## config.mk

```make
export PLATFORM = sky130hd
export DESIGN_NAME = fram_arbiter_flat
export DESIGN_NICKNAME = d
export VERILOG_FILES = /design/src/rtl/fram_arbiter_if.sv /design/src/rtl/fram_arbiter.sv /design/src/flat_wrapper.sv
export SDC_FILE = /design/constraint.sdc
export NUM_CORES = 1
export LEC_CHECK = 0
export BUFFER_PORTS_ARGS = -buffer_cell sky130_fd_sc_hd__buf_4
export CAP_MARGIN = 10
export CORE_AREA = 2 2 98 100
export DETAILED_ROUTE_END_ITERATION = 8
export DIE_AREA = 0 0 100 102
export SYNTH_ARGS = -nofsm -noshare
export SYNTH_HDL_FRONTEND = slang
export SYNTH_SLANG_ARGS = --single-unit
```

## constraint.sdc

```tcl
create_clock -name clk -period 2.7 [get_ports clk]
set_input_delay 0.27 -clock clk [delete_from_list [all_inputs] [get_ports clk]]
set_output_delay 0.27 -clock clk [all_outputs]
set_load 0.05 [all_outputs]
```

## src/rtl/fram_arbiter_if.sv

```systemverilog
// rtl/fram_arbiter_if.sv - req/gnt/rvalid requester port of the FRAM arbiter
interface fram_arbiter_if #(
    parameter int ADDR_BITS = 12
);
    logic                 req;
    logic                 we;
    logic [3:0]           be;
    logic [ADDR_BITS-1:0] addr;
    logic [31:0]          wdata;
    logic                 gnt;
    logic                 rvalid;
    logic [31:0]          rdata;
    logic                 err;

    modport master (
        output req, we, be, addr, wdata,
        input  gnt, rvalid, rdata, err
    );

    modport slave (
        input  req, we, be, addr, wdata,
        output gnt, rvalid, rdata, err
    );
endinterface

```

## src/rtl/fram_arbiter.sv

```systemverilog
// rtl/fram_arbiter.sv - round-robin arbiter sharing one FRAM port between CPU (A) and zeroization engine (B)
module fram_arbiter #(
    parameter int ADDR_BITS    = 12,
    parameter int WRITE_CYCLES = 3,
    parameter int PROT_WORDS   = 256
) (
    input  logic                 clk,
    input  logic                 resetn,
    fram_arbiter_if.slave        a,
    fram_arbiter_if.slave        b,
    input  logic                 lock,
    output logic                 mem_en,
    output logic                 mem_we,
    output logic [3:0]           mem_be,
    output logic [ADDR_BITS-1:0] mem_addr,
    output logic [31:0]          mem_wdata,
    input  logic [31:0]          mem_rdata
);
    localparam logic [1:0] S_IDLE = 2'd0;
    localparam logic [1:0] S_RD   = 2'd1;
    localparam logic [1:0] S_WR   = 2'd2;
    localparam logic [1:0] S_ERR  = 2'd3;

    localparam int CW = (WRITE_CYCLES > 1) ? $clog2(WRITE_CYCLES) : 1;
    localparam logic [CW-1:0]      CNT_INIT = CW'(WRITE_CYCLES - 1);
    localparam logic [ADDR_BITS:0] PROT_LIM = (ADDR_BITS + 1)'(PROT_WORDS);

    logic [1:0]    state;
    logic [CW-1:0] count;
    logic          owner;       // 0 = port A, 1 = port B
    logic          last_owner;

    logic                 any_req;
    logic                 win_b;
    logic                 grant;
    logic                 prot;
    logic                 sel_we;
    logic [3:0]           sel_be;
    logic [ADDR_BITS-1:0] sel_addr;
    logic [31:0]          sel_wdata;
    logic                 rd_done;
    logic                 wr_done;
    logic                 err_done;

    always_comb begin
        any_req   = a.req | b.req;
        // on a tie the port that did not own the previous grant wins
        win_b     = b.req & (~a.req | ~last_owner);
        grant     = resetn & (state == S_IDLE) & any_req;
        sel_we    = win_b ? b.we    : a.we;
        sel_be    = win_b ? b.be    : a.be;
        sel_addr  = win_b ? b.addr  : a.addr;
        sel_wdata = win_b ? b.wdata : a.wdata;
        prot      = ~win_b & a.we & lock & ({1'b0, a.addr} < PROT_LIM);

        a.gnt     = grant & ~win_b;
        b.gnt     = grant & win_b;

        // a protected write is granted and answered with err, but never reaches FRAM
        mem_en    = grant & ~prot;
        mem_we    = mem_en & sel_we;
        mem_be    = mem_en ? sel_be    : 4'd0;
        mem_addr  = mem_en ? sel_addr  : '0;
        mem_wdata = mem_en ? sel_wdata : 32'd0;

        rd_done   = (state == S_RD);
        wr_done   = (state == S_WR) && (count == '0);
        err_done  = (state == S_ERR);

        a.rvalid  = ((rd_done | wr_done) & ~owner) | err_done;
        a.rdata   = (rd_done & ~owner) ? mem_rdata : 32'd0;
        a.err     = err_done;
        b.rvalid  = (rd_done | wr_done) & owner;
        b.rdata   = (rd_done & owner) ? mem_rdata : 32'd0;
        b.err     = 1'b0;
    end

    always_ff @(posedge clk or negedge resetn) begin
        if (!resetn) begin
            state      <= S_IDLE;
            count      <= '0;
            owner      <= 1'b0;
            last_owner <= 1'b1;
        end else begin
            case (state)
                S_IDLE: begin
                    if (grant) begin
                        owner      <= win_b;
                        last_owner <= win_b;
                        count      <= CNT_INIT;
                        if (prot)
                            state <= S_ERR;
                        else if (sel_we)
                            state <= S_WR;
                        else
                            state <= S_RD;
                    end
                end
                S_WR: begin
                    if (count != '0)
                        count <= count - CW'(1);
                    else
                        state <= S_IDLE;
                end
                default: state <= S_IDLE;
            endcase
        end
    end
endmodule
```

## src/flat_wrapper.sv

```systemverilog
// flat-port wrapper written by rule: the top's interface ports become plain ports
module fram_arbiter_flat 
#(
    parameter int ADDR_BITS    = 12,
    parameter int WRITE_CYCLES = 3,
    parameter int PROT_WORDS   = 256
)
  (clk, resetn, lock, mem_en, mem_we, mem_be, mem_addr, mem_wdata, mem_rdata, a_req, a_we, a_be, a_addr, a_wdata, a_gnt, a_rvalid, a_rdata, a_err, b_req, b_we, b_be, b_addr, b_wdata, b_gnt, b_rvalid, b_rdata, b_err);
  fram_arbiter_if #(.ADDR_BITS(ADDR_BITS)) a_i ();
  fram_arbiter_if #(.ADDR_BITS(ADDR_BITS)) b_i ();
  input  logic clk;
  input  logic resetn;
  input  logic lock;
  output logic mem_en;
  output logic mem_we;
  output logic [3:0] mem_be;
  output logic [ADDR_BITS-1:0] mem_addr;
  output logic [31:0] mem_wdata;
  input  logic [31:0] mem_rdata;
  input wire logic [$bits(a_i.req)-1:0] a_req;
  input wire logic [$bits(a_i.we)-1:0] a_we;
  input wire logic [$bits(a_i.be)-1:0] a_be;
  input wire logic [$bits(a_i.addr)-1:0] a_addr;
  input wire logic [$bits(a_i.wdata)-1:0] a_wdata;
  output wire logic [$bits(a_i.gnt)-1:0] a_gnt;
  output wire logic [$bits(a_i.rvalid)-1:0] a_rvalid;
  output wire logic [$bits(a_i.rdata)-1:0] a_rdata;
  output wire logic [$bits(a_i.err)-1:0] a_err;
  input wire logic [$bits(b_i.req)-1:0] b_req;
  input wire logic [$bits(b_i.we)-1:0] b_we;
  input wire logic [$bits(b_i.be)-1:0] b_be;
  input wire logic [$bits(b_i.addr)-1:0] b_addr;
  input wire logic [$bits(b_i.wdata)-1:0] b_wdata;
  output wire logic [$bits(b_i.gnt)-1:0] b_gnt;
  output wire logic [$bits(b_i.rvalid)-1:0] b_rvalid;
  output wire logic [$bits(b_i.rdata)-1:0] b_rdata;
  output wire logic [$bits(b_i.err)-1:0] b_err;
  assign a_i.req = a_req;
  assign a_i.we = a_we;
  assign a_i.be = a_be;
  assign a_i.addr = a_addr;
  assign a_i.wdata = a_wdata;
  assign a_gnt = a_i.gnt;
  assign a_rvalid = a_i.rvalid;
  assign a_rdata = a_i.rdata;
  assign a_err = a_i.err;
  assign b_i.req = b_req;
  assign b_i.we = b_we;
  assign b_i.be = b_be;
  assign b_i.addr = b_addr;
  assign b_i.wdata = b_wdata;
  assign b_gnt = b_i.gnt;
  assign b_rvalid = b_i.rvalid;
  assign b_rdata = b_i.rdata;
  assign b_err = b_i.err;
  fram_arbiter #(.ADDR_BITS(ADDR_BITS), .WRITE_CYCLES(WRITE_CYCLES), .PROT_WORDS(PROT_WORDS)) u_core (.clk(clk), .resetn(resetn), .a(a_i), .b(b_i), .lock(lock), .mem_en(mem_en), .mem_we(mem_we), .mem_be(mem_be), .mem_addr(mem_addr), .mem_wdata(mem_wdata), .mem_rdata(mem_rdata));
endmodule
```

# == Word-level counts from Yosys, hierarchy flattened ==
# Cells that the tools add are included.
# Widths: inputs -> output; s select.
# word_totals
ff_bits,6
latch_bits,0
ramBits,0
mem_bits_ro,0
input_bits,135
output_inout_bits,120
mem_count,0
# op_classes
addsub,1
n_mul,0
div,0
n_lt_le_gt_ge,1
eq_ne,6
shifts,0
n_mux,17
bitwise_logic,23
reduce_logical,8
# ops
cell,count
$mux 32,4
$mux 12,2
$and 1x1->1,14
$lt 12x9->1 const B,1
$mux 2,6
$mux 4,2
$pmux 2 s2,2
$not 1->1,5
$eq 2x2->1 const B,2
$logic_not 2->1,2
$ne 2x2->1 const B,2
$or 1x1->1,4
$reduce_and 2->1,2
$reduce_bool 2->1,2
$reduce_and 3->1,1
$eq 2x1->1 const B,1
$ne 2x1->1 const B,1
$sub 2x1->2 const B,1
$logic_and 1x1->1,1
$mux 1,1

# == Logic depth before layout (Yosys ltp) ==
# depth
ltp_word,10
depth_mapped,5

# == Worst setup path after synthesis ==
# No wires, ideal clock.
# synth_path
path_type,reg-to-output
start,register u_core.last_owner
end,output mem_be[0]
arrival_time_ps,1980
t_required_ps,2430
setup_slack_ps,450
path_stages_with_launch,6
n_path_buf,2
cell_sequence,dfstp_2 a21bo_2 buf_2 clkbuf_1 o211ai_2 a21oi_1
# synth_via
elab_chain_cells,10
word_cells_on_any_way,11
cone_classes,2 x mux; 9 x bitwise
# synth_lines
item,line,source
"start, declared",fram_arbiter.sv:31,logic last_owner;
"start signal, assigned",fram_arbiter.sv:89,last_owner <= win_b;
$not 1->1 *,fram_arbiter.sv:48,win_b = b.req & (~a.req | ~last_owner);
$or 1x1->1 *,fram_arbiter.sv:48,
$and 1x1->1 *,fram_arbiter.sv:48,
$not 1->1,fram_arbiter.sv:54,"prot = ~win_b & a.we & lock & ({1'b0, a.addr} < PROT_LIM);"
$and 1x1->1 (3 in series),fram_arbiter.sv:54,
$not 1->1,fram_arbiter.sv:60,mem_en = grant & ~prot;
$and 1x1->1,fram_arbiter.sv:60,
$mux 4 *,fram_arbiter.sv:62,mem_be = mem_en ? sel_be : 4'd0;
"end, declared",flat_wrapper.sv:16,output logic [3:0] mem_be;
# Every way passes the cells marked *; elsewhere a longest branch is shown, timed or not.

# == Worst setup path after layout ==
# layout_path
start,register u_core.last_owner
end,output mem_we
# layout_via
elab_chain_cells,10
word_cells_on_any_way,11
cone_classes,1 x mux; 10 x bitwise
# layout_lines
item,line,source
$not 1->1 *,fram_arbiter.sv:48,
$or 1x1->1 *,fram_arbiter.sv:48,
$and 1x1->1 *,fram_arbiter.sv:48,
$not 1->1,fram_arbiter.sv:54,
$and 1x1->1 (3 in series),fram_arbiter.sv:54,
$not 1->1,fram_arbiter.sv:60,
$and 1x1->1,fram_arbiter.sv:60,
$and 1x1->1 *,fram_arbiter.sv:61,mem_we = mem_en & sel_we;
"end, declared",flat_wrapper.sv:15,output logic mem_we;
# Marked as above.

==> results.cfg <==
[finish]
layout.nets = 657
syn2layout_area_growth_pct = 104
postLayoutCellArea_um2 = 3950
mostFrequentLayoutCell = buf_4
drive_above_1_share_pct = 59.6
layout_common_cells = buf_4, and2_1, nand2_1
antenna_cells = 0

[sta]
tns_ps = 0
period_share_pct = 84.7
finClkSkew_ps = 0.658
hold_viol_final = 0
setup_viol = 0
maxSlewHeadroom_pct = 53.4
rsz0062_at_grt = false
final-max-slew-violation-count = 0
clock.fmax_mhz = 437
tightestPinTransition_ps = 700
period_needed_ps = 2290

[route]
drtIter0Drc = 50
vias = 2861
via_per_inst = 4.53
drtAntennaViolNets = 0
drtPass1Iterations = 4
wl_per_cell_um = 13.6
drc_errors = 0
totalWireLength_um = 8610

[synth]
synthSimpleGateAreaFrac_pct = 35.9
ys_seq_elements = 6
yosys_warnings = 0
netlist_area_um2 = 1930
synth_area_per_cell_um2 = 6.73
synthXorXnorAreaFrac_pct = 0
synth_fp_nets = 423
yosysSeqAreaShare_pct = 7.84
syn_inst = 287
synth_top_family_by_area = compound AO/OA/AOI/OAI gates
ys_types = 29
synth_compound_area_share_pct = 43.8
synth_mux_area_share_pct = 1.62
synth_adder_area_share_pct = 0.648

[placed_design]
hpwl_um = 7090
portBuffers = 253
placed_area_um2 = 3890
gp_congestion = 0.747

[clocking]
clk_path_buf_depth = 2
root_buffer = clkbuf_8
clk_pin_slew_ps = 40
insertion_delay_ps = 220
cts_hold_buf = 1
ctsResizeCount = 0
post_cts_buffers = 0
clock_sinks = 6
cts_made_buffers = 3
cts_tree = built
cts-htree-levels = 1

[floorplan]
rows = 35
start_util_pct = 21.2
dieWidth_um = 100
die_h_um = 102
die-area_um2 = 10200
core_um2 = 9110
pin_count = 255

[global_route]
gr-usage-all-layers_pct = 15.1
antenna_found_initial = 0
grt_max_degree = 47
grt-ovfl-total = 0
grt_pass1_vias = 2674
grt_pass1_wl_um = 12700

[setup_path]
critPathLaunchType = flop
rrSetupSlack_ps = 950
crit_path_max_incr_delay_ps = 560
worstSetupEndpointType = output pin
cp_max_fo = 37
required_ps = 2430
path_cells = a21bo_2 -> buf_4 -> o211ai_1 -> a21oi_1 -> buf_4
cpMostUsedCell = buf_4
arrival_ps = 2020
slowest_stage = dfstp_2
worstSetupPathType = flop to output pin

[run]
cap_violations = 0

[power_and_ir_drop]
power_density_nw_per_um2 = 518
ir_drop_mv = 0.173
leakage_nw = 2.08

[min_path]
hold_class = input port to flop

[outcome]
outcome = completed
through the flow:
step                      power [mW]  setup slack [ps]  hold WS, ps  cells  utilization [%]
final                           2.05               414          399    631             43.3
after global routing            2.18               264          433    631             43.3
after CTS                       2.06               405          405    631             43.3
after detailed placement        1.91               538         87.6    626             42.7
after global placement          1.90               564         86.0    626             42.7
after floorplan                 1.33               450        -25.6    287                -
layout make-up:
cell class	instances	area, um2
Inverter	4	15.0
Multi-Input combinational cell	244	1600
Timing Repair Buffer	262	1990
Sequential cell	6	151
Clock buffer	4	45.0
Fill cell	915	5160
Tap cell	111	139
registers in the layout (all words and copies together) (netlist names):
signal / flops
u_core.state: 2
u_core.last_owner: 1
u_core.count: 2
u_core.owner: 1
worst max-delay path, delay by kind of cell, from the launching register on:
| family | cells | cell delay, ps |
|---|---|---|
| compound gates | 3 | 530 |
| buf+inv | 2 | 660 |
| flops | 1 | 560 |
worst paths after layout:
check                                               from                             to  depth (start not counted)
hold reg to reg              u_core.count[1]$_DFFE_PN0P_    u_core.count[1]$_DFFE_PN0P_                          2
setup reg to reg           u_core.last_owner$_DFFE_PN1P_    u_core.state[0]$_DFFE_PN0P_                          4
setup / recovery           u_core.last_owner$_DFFE_PN1P_                         mem_we                          5
min in group asynchronous                         resetn       u_core.owner$_DFFE_PN0P_                          2
max in group asynchronous                         resetn  u_core.last_owner$_DFFE_PN1P_                          2
hold / removal                                      b_we    u_core.state[1]$_DFFE_PN0P_                          3
Yosys cell counts:
cell type,n,area [um2]
buf_6,5,56.3
a22oi_1,1,7.51
a31oi_1,1,6.26
buf_2,10,50.1
inv_1,4,15.0
o21ai_0,3,15.0
conb_1,1,3.75
o211ai_1,7,52.6
o211ai_2,39,488
nand2_1,55,206
clkbuf_1,17,63.8
buf_4,1,7.51
mux2_2,1,11.3
nor3b_1,1,7.51
nand2b_1,1,6.26
a21oi_1,49,245
ha_1,1,12.5
dfrtp_1,5,125
a21bo_2,1,10.0
mux2i_1,2,20.0
a21o_1,1,7.51
and3b_1,1,8.76
nor2_1,10,37.5
or3b_2,1,8.76
and2_1,65,407
o21a_1,1,7.51
a21boi_1,1,7.51
dfstp_2,1,26.3
or4_4,1,11.3
layer usage:
metal	wire (um)	vias up	GRT usage [%]
li1	-	1448	-
met1	3170	1250	16.8
met2	4610	157	30.1
met3	742	6	2.19
met4	87	0	3.27
met5	0	-	0
logic make-up (layout without fill, tap and decap cells):
| group | Yosys count | after routing |
|---|---|---|
| compound gates | 104 | 104 |
| fa+ha+maj | 1 | 1 |
| simple gates | 135 | 135 |
| flops | 6 | 6 |
| buf+inv | 37 | 270 |
| other cells | 1 | 1 |
| mux | 3 | 3 |
report_power, final:
group	switching (mW)	internal, mW
registers	0.0380	0.134
logic	1.14	0.589
clock network	0.0419	0.102
(Power assumes the default switching activity.)
